## src/rtl/stlb_arbiter.sv

```systemverilog
// -----------------------------------------------------------------------------
// stlb_arbiter
//   Arbitrates ITLB (id 0) and DTLB (id 1) miss requests onto a shared STLB.
//   One request is in flight at a time: STLB lookup first. On a miss, or when
//   the STLB gives no answer within STLB_TMO cycles, a page walk is requested.
//   The walk result is inserted into the STLB and returned to the requester.
//
// Ports
//   clk, rst_n                 clock, asynchronous active-low reset
//   req_valid[1:0], req_ready  per-requester handshake (bit0 ITLB, bit1 DTLB)
//   req_va0/1, req_pcid0/1     requester VA / PCID
//   stlb_lookup, stlb_insert   one-cycle strobes to the STLB
//   stlb_va, stlb_pcid         lookup/insert key
//   stlb_pa                    refill PA (driven while stlb_insert is high)
//   stlb_hit, stlb_miss        STLB lookup result
//   stlb_ta                    translated address, valid with stlb_hit
//   ptw_req, ptw_ready         page-walk request handshake
//   ptw_done, ptw_pa           walk completion and walked PA
//   rsp_valid[1:0], rsp_pa     one-cycle response to the granted requester
//   stat_walks                 completed page walks (wrapping)
// -----------------------------------------------------------------------------
module stlb_arbiter #(
   parameter int unsigned STLB_TMO = 15
) (
   input  logic        clk,
   input  logic        rst_n,
   input  logic [1:0]  req_valid,
   input  logic [63:0] req_va0,
   input  logic [63:0] req_va1,
   input  logic [11:0] req_pcid0,
   input  logic [11:0] req_pcid1,
   output logic [1:0]  req_ready,
   output logic        stlb_lookup,
   output logic [63:0] stlb_va,
   output logic [11:0] stlb_pcid,
   input  logic        stlb_hit,
   input  logic        stlb_miss,
   input  logic [63:0] stlb_ta,
   output logic        stlb_insert,
   output logic [63:0] stlb_pa,
   output logic        ptw_req,
   input  logic        ptw_ready,
   input  logic        ptw_done,
   input  logic [63:0] ptw_pa,
   output logic [1:0]  rsp_valid,
   output logic [63:0] rsp_pa,
   output logic [31:0] stat_walks
);

   // Wait counter runs 0 .. STLB_TMO-1; the last value ends the wait.
   localparam int unsigned CntW = (STLB_TMO > 1) ? $clog2(STLB_TMO) : 1;
   localparam logic [CntW-1:0] CntLast = CntW'(STLB_TMO - 1);

   typedef enum logic [2:0] {
      StIdle, StLookup, StWaitStlb, StWalkReq, StWalkWait, StResp
   } state_e;

   state_e          state_q;
   logic            id_q;
   logic            last_q;
   logic [63:0]     va_q;
   logic [11:0]     pcid_q;
   logic [63:0]     pa_q;
   logic [CntW-1:0] cnt_q;
   logic [31:0]     walks_q;

   logic grant_any;
   logic grant_id;

   // rst_n gates the grant so req_ready stays low while reset is held even
   // though the state register already sits in StIdle.
   always_comb begin
      grant_any = rst_n && (state_q == StIdle) && (req_valid != 2'b00);
      grant_id  = (req_valid == 2'b11) ? ~last_q : req_valid[1];
   end

   always_ff @(posedge clk or negedge rst_n) begin
      if (!rst_n) begin
         state_q <= StIdle;
         id_q    <= 1'b0;
         last_q  <= 1'b1;
         va_q    <= '0;
         pcid_q  <= '0;
         pa_q    <= '0;
         cnt_q   <= '0;
         walks_q <= '0;
      end else begin
         case (state_q)
            StIdle: begin
               if (grant_any) begin
                  id_q    <= grant_id;
                  last_q  <= grant_id;
                  va_q    <= grant_id ? req_va1 : req_va0;
                  pcid_q  <= grant_id ? req_pcid1 : req_pcid0;
                  state_q <= StLookup;
               end
            end
            StLookup: begin
               cnt_q   <= '0;
               state_q <= StWaitStlb;
            end
            StWaitStlb: begin
               // Hit takes priority over a simultaneous miss.
               if (stlb_hit) begin
                  pa_q    <= stlb_ta;
                  state_q <= StResp;
               end else if (stlb_miss || (cnt_q == CntLast)) begin
                  state_q <= StWalkReq;
               end else begin
                  cnt_q <= cnt_q + 1'b1;
               end
            end
            StWalkReq: begin
               if (ptw_ready) state_q <= StWalkWait;
            end
            StWalkWait: begin
               if (ptw_done) begin
                  pa_q    <= ptw_pa;
                  walks_q <= walks_q + 32'd1;
                  state_q <= StResp;
               end
            end
            StResp:  state_q <= StIdle;
            default: state_q <= StIdle;
         endcase
      end
   end

   always_comb begin
      req_ready   = grant_any ? (grant_id ? 2'b10 : 2'b01) : 2'b00;
      stlb_lookup = (state_q == StLookup);
      stlb_insert = (state_q == StWalkWait) && ptw_done;
      stlb_va     = va_q;
      stlb_pcid   = pcid_q;
      stlb_pa     = stlb_insert ? ptw_pa : 64'd0;
      ptw_req     = (state_q == StWalkReq);
      rsp_valid   = (state_q == StResp) ? (id_q ? 2'b10 : 2'b01) : 2'b00;
      rsp_pa      = pa_q;
      stat_walks  = walks_q;
   end

endmodule

```

## config.mk

```make
export PLATFORM = sky130hd
export DESIGN_NAME = stlb_arbiter
export DESIGN_NICKNAME = d
export VERILOG_FILES = /design/src/rtl/stlb_arbiter.sv
export SDC_FILE = /design/constraint.sdc
export NUM_CORES = 1
export LEC_CHECK = 0
export CORE_AREA = 2 2 207 209
export DETAILED_ROUTE_END_ITERATION = 8
export DIE_AREA = 0 0 209 211
export PLACE_DENSITY = 0.59
export SETUP_SLACK_MARGIN = 0.02
export SLEW_MARGIN = 10
export SYNTH_ARGS = -nofsm -noshare
export SYNTH_HDL_FRONTEND = slang
export SYNTH_SLANG_ARGS = --single-unit
export TNS_END_PERCENT = 1
```

## constraint.sdc

```tcl
create_clock -name clk -period 2.59 [get_ports clk]
set_clock_uncertainty 0.15 [all_clocks]
set_input_delay 0.518 -clock clk [delete_from_list [all_inputs] [get_ports clk]]
set_output_delay 0.518 -clock clk [all_outputs]
set_load 0.02 [all_outputs]
```

# Word level (Yosys, flattened, before mapping)
# Cells that the tools add are included.
[op_classes]
n_addsub = 2
eq_ne = 14
mux = 20
n_bitwise = 1
reduce_logical = 13
[ops]
columns = ["cell", "count"]
rows = [
  ["$mux 64", 4],
  ["$pmux 64 s2", 1],
  ["$add 32x1->32 const B", 1],
  ["$mux 3", 5],
  ["$pmux 3 s5", 1],
  ["$mux 12", 1],
  ["$ne 2x2->1 const B", 5],
  ["$mux 2", 4],
  ["$mux 4", 2],
  ["$pmux 4 s2", 1],
  ["$eq 3x2->1 const B", 2],
  ["$eq 3x3->1 const B", 2],
  ["$reduce_and 3->1", 2],
  ["$reduce_bool 2->1", 3],
  ["$add 4x1->4 const B", 1],
  ["$eq 4x4->1 const B", 1],
  ["$reduce_and 2->1", 2],
  ["$reduce_and 4->1", 1],
  ["$eq 3x1->1 const B", 1],
  ["$logic_and 1x1->1", 3],
  ["$logic_not 3->1", 1],
  ["$ne 3x3->1 const B", 1],
  ["$eq 2x2->1 const B", 1],
  ["$ne 2x1->1 const B", 1],
  ["3 further kinds", 3],
]
[word_totals]
reg_bits = 181
inputBits = 288
out_inout_bits = 243
elab_cells = 58

# Depth between registers and ports, before layout
[depth]
word_depth = 5
ltp_mapped = 7

# Worst setup path before layout
# Ideal clock, no wire load.
[synth_timing]
kind = "register to output"
from = "register state_q[1]"
to = "output port stlb_pa[55]"
arrival_ps = 1612
slack_ps = 310
path_stages_with_launch = 7
cell_sequence = "dfrtp_1 -> buf_2 -> nor4bb_1 -> buf_2 -> buf_2 -> buf_2 -> and2_1"
[synth_via]
elab_chain_cells = 3
[synth_rtl]
columns = ["element", "line", "text"]
rows = [
  ["start: declaration", "58", "state_e state_q;"],
  ["start signal: assignment", "79", "state_q <= StIdle;"],
  ["start signal: assignment", "95", "state_q <= StLookup;"],
  ["start signal: assignment", "100", "state_q <= StWaitStlb;"],
  ["$eq 3x3->1", "132", "stlb_insert = (state_q == StWalkWait) && ptw_done;"],
  ["$logic_and 1x1->1", "132", ""],
  ["via stlb_insert", "39", "output logic stlb_insert,"],
  ["$mux 64", "135", "stlb_pa = stlb_insert ? ptw_pa : 64'd0;"],
  ["end: declaration", "40", "output logic [63:0] stlb_pa,"],
]
# The timed path passes the listed nets, and every way through them passes these cells.

# Final worst setup path
[layout_timing]
from = "register state_q[1]"
to = "output port req_ready[1]"
[layout_via]
elab_chain_cells = 4
[layout_rtl]
columns = ["element", "line", "text"]
rows = [
  ["$logic_not 3->1", "73", "grant_any = rst_n && (state_q == StIdle) && (req_valid != 2'b00);"],
  ["$logic_and 1x1->1 (2 in series)", "73", ""],
  ["$mux 2", "130", "req_ready = grant_any ? (grant_id ? 2'b10 : 2'b01) : 2'b00;"],
  ["end: declaration", "32", "output logic [1:0] req_ready,"],
]
# No other way between the ends.

==> metrics <==
status complete, no violations; sequential fraction of the synthesis area 53.38%; Yosys warnings 0; crit-path max FO 10; final core occ 36.06%; DRC Markers 0; Clock Tree Root clkbuf_16; FFs w/ async S/R, synth 100.0%; die height 211 um; DR vias/cell 4.390; Fin Hold WS 0.06742 ns; post-place setup slack -0.6463 ns; Yosys cell types 39; Worst Path Arrival 1.82 ns; Tot GR Track Use 15.81%; Filler Cells Inserted 4,234; Die ar. 0.04410 mm2; total power 15.18 mW; Setup Crit Path Kind reg2out; R2R depth 7; R2R Setup Slk 0.36 ns; Mapped Area 0.008488 mm2; final wirelength 35.61 mm; Routed Antenna Nets 0; hpwl dp 27.16 mm; Post-synth EDFFs 0; Reg clk slew, reported paths 0.08 ns; most frequent cells in the layout 457 x clkdlybuf4s50_1, 180 x dfrtp_1, 80 x inv_1, 76 x a222oi_1, 75 x nor2_1; cells after synthesis 796; DRT Pass-1 Iters 5; flops & latches, synth 181; Pwr Density 1008 mW/mm2; via count 8,249; clock buffer depth 2; Worst Path Required 1.92 ns; I/O pin count 531; core box area 0.04176 mm2; syn avg cell area 10.66 um2; Hold Crit Class in2async; Worst VDD drop 0.0004167 V; wire per inst 18.95 um; TNS Setup 0 ns; total grt overflow 0; worst setup margin 0.1005 ns; most common cell after layout, fill and taps aside clkdlybuf4s50_1; # H-tree levels 4; crit path to req_ready[1]; Final nets 1,616; initial antenna violation count 4; reg-to-reg endpoint stlb_va[60]; slew of the pin with the lowest slew margin 0.6884 ns; total CTS buffers 17; Lkg Pwr 6.561 nW; first-pass GRT wire length 52.54 mm; reg-to-reg critical path startpoint state_q[1]; post-route clock period utilization 96.12%; CP startpoint kind flip-flop; RSZ-0062 raised after global routing yes; vias in the first global route 8,497; fin. max-slew vios 0; IO Port Bufs 530; Max-Cap Viols 0; synthesized net count 1,087; Crit. End Element primary output; die width 209 um; Final setup viols 0; largest net degree at the start of global routing 95; Slew headroom 53.93%; hold-fix buffers at CTS 0; CTS tree yes; Top FF cell, synth dfrtp_1; FMAX 401.7 MHz; clock insertion delay at the later pin of the skew report 0.44 ns; Iter 0 DRT Violations 638; number of core rows 75; fraction of layout cells with a size suffix above 1 11.66%; Period minus WS final 2.490 ns; crit path launch state_q[1]; Sink Count 181; Final Hold Fails 0; Area Overhead vs Synth 77.42%; initial core utilization 20.33%; Final Wtd Congestion 0.9121
-- layer usage --
| metal | wire (um) | GRT usage [%] | up-vias |
|---|---|---|---|
| met2 | 17550 | 27.25 | 384 |
| met4 | 627 | 5.320 | 0 |
| met3 | 2754 | 4.877 | 31 |
| met1 | 14670 | 18.70 | 3937 |
| met5 | 0 | 0 | - |
| li1 | - | - | 3897 |
-- power breakdown --
part / total (mW) / internal (mW) / switching (mW)
registers: 4.63 / 3.97 / 0.666
logic: 7.79 / 3.75 / 4.04
clock network: 2.76 / 1.47 / 1.29
-- layout make-up --
type | instances | area (um2) | area share, %
Timing Repair Buffer | 571 | 5534 | 36.75
Antenna cell | 2 | 5.005 | 0.03323
Clock buffer | 17 | 425.4 | 2.825
Tap cell | 539 | 674.4 | 4.478
Inverter | 80 | 300.3 | 1.994
Sequential cell | 181 | 4531 | 30.08
Multi-Input combinational cell | 474 | 3400 | 22.57
Clock inverter | 15 | 190.2 | 1.263
-- kinds of logic (layout without fill, tap and decap cells) --
kind of cell,Yosys count,after routing,synth area share (%)
multiplexers,67,67,7.916
other,0,2,0
buffers and inverters,141,683,7.356
adder cells (fa/ha/maj),3,3,0.4423
AND/OR/NAND/NOR,217,217,13.77
AO/OA/AOI/OAI,154,154,13.74
flip-flops,181,181,53.38
XOR/XNOR,33,33,3.405
-- synth_stat cells (3+ instances only) --
| cell type | number | share of area [%] |
|---|---|---|
| nor3_1 | 4 | 0.24 |
| nor2_1 | 75 | 3.3 |
| nor4_1 | 3 | 0.22 |
| and2_1 | 67 | 4.9 |
| xor2_1 | 12 | 1.2 |
| and4_1 | 6 | 0.62 |
| nand4_1 | 16 | 1.2 |
| buf_1 | 4 | 0.18 |
| buf_4 | 6 | 0.53 |
| nand2_1 | 16 | 0.71 |
| buf_2 | 16 | 0.94 |
| dfrtp_1 | 180 | 53 |
| a21o_1 | 3 | 0.27 |
| a21oi_1 | 65 | 3.8 |
| ha_1 | 3 | 0.44 |
| and3_1 | 7 | 0.52 |
| xnor2_1 | 21 | 2.2 |
| a222oi_1 | 76 | 9.0 |
| nand3_1 | 10 | 0.59 |
| inv_1 | 80 | 3.5 |
| mux2i_1 | 66 | 7.8 |
| o21ai_0 | 7 | 0.41 |
| clkbuf_1 | 28 | 1.2 |
| buf_6 | 7 | 0.93 |
-- timing repair --
item                                    4_1_cts  5_1_grt
setup buffers                                 1        1
gates resized for setup                     255       50
pin swaps                                     2        2
endpoints found under the setup margin       71       38
cloned                                        1        0
-- per-stage QoR --
stage                     std cells  area [um2]
after floorplan                 796        8488
after global placement         1842       14610
after detailed placement       1842       14610
after CTS                      1876       15040
after global routing           1879       15060
final                          1879       15060
-- registers in the layout, indices dropped and copies added, names as in the netlist --
register,cells
id_q,1
last_q,1
stlb_va,64
stlb_pcid,12
stat_walks,32
state_q,3
rsp_pa,64
cnt_q,4
-- critical path, cell delays in order (launching register included) --
cell and delay, ns:
dfrtp_1 0.41, buf_4 0.19, nor4b_4 0.33, and3_4 0.29, buf_4 0.16
-- how the worst min path moves through the flow --
| stage | from | to |
|---|---|---|
| after CTS | rst_n | id_q |
| after floorplan | rst_n | cnt_q[0] |
| after detailed placement | stat_walks[6] | stat_walks[6] |
| final | rst_n | id_q |
| after global routing | rst_n | id_q |
| after global placement | stat_walks[31] | stat_walks[31] |
No activity file was read; power rests on OpenSTA's default activity.
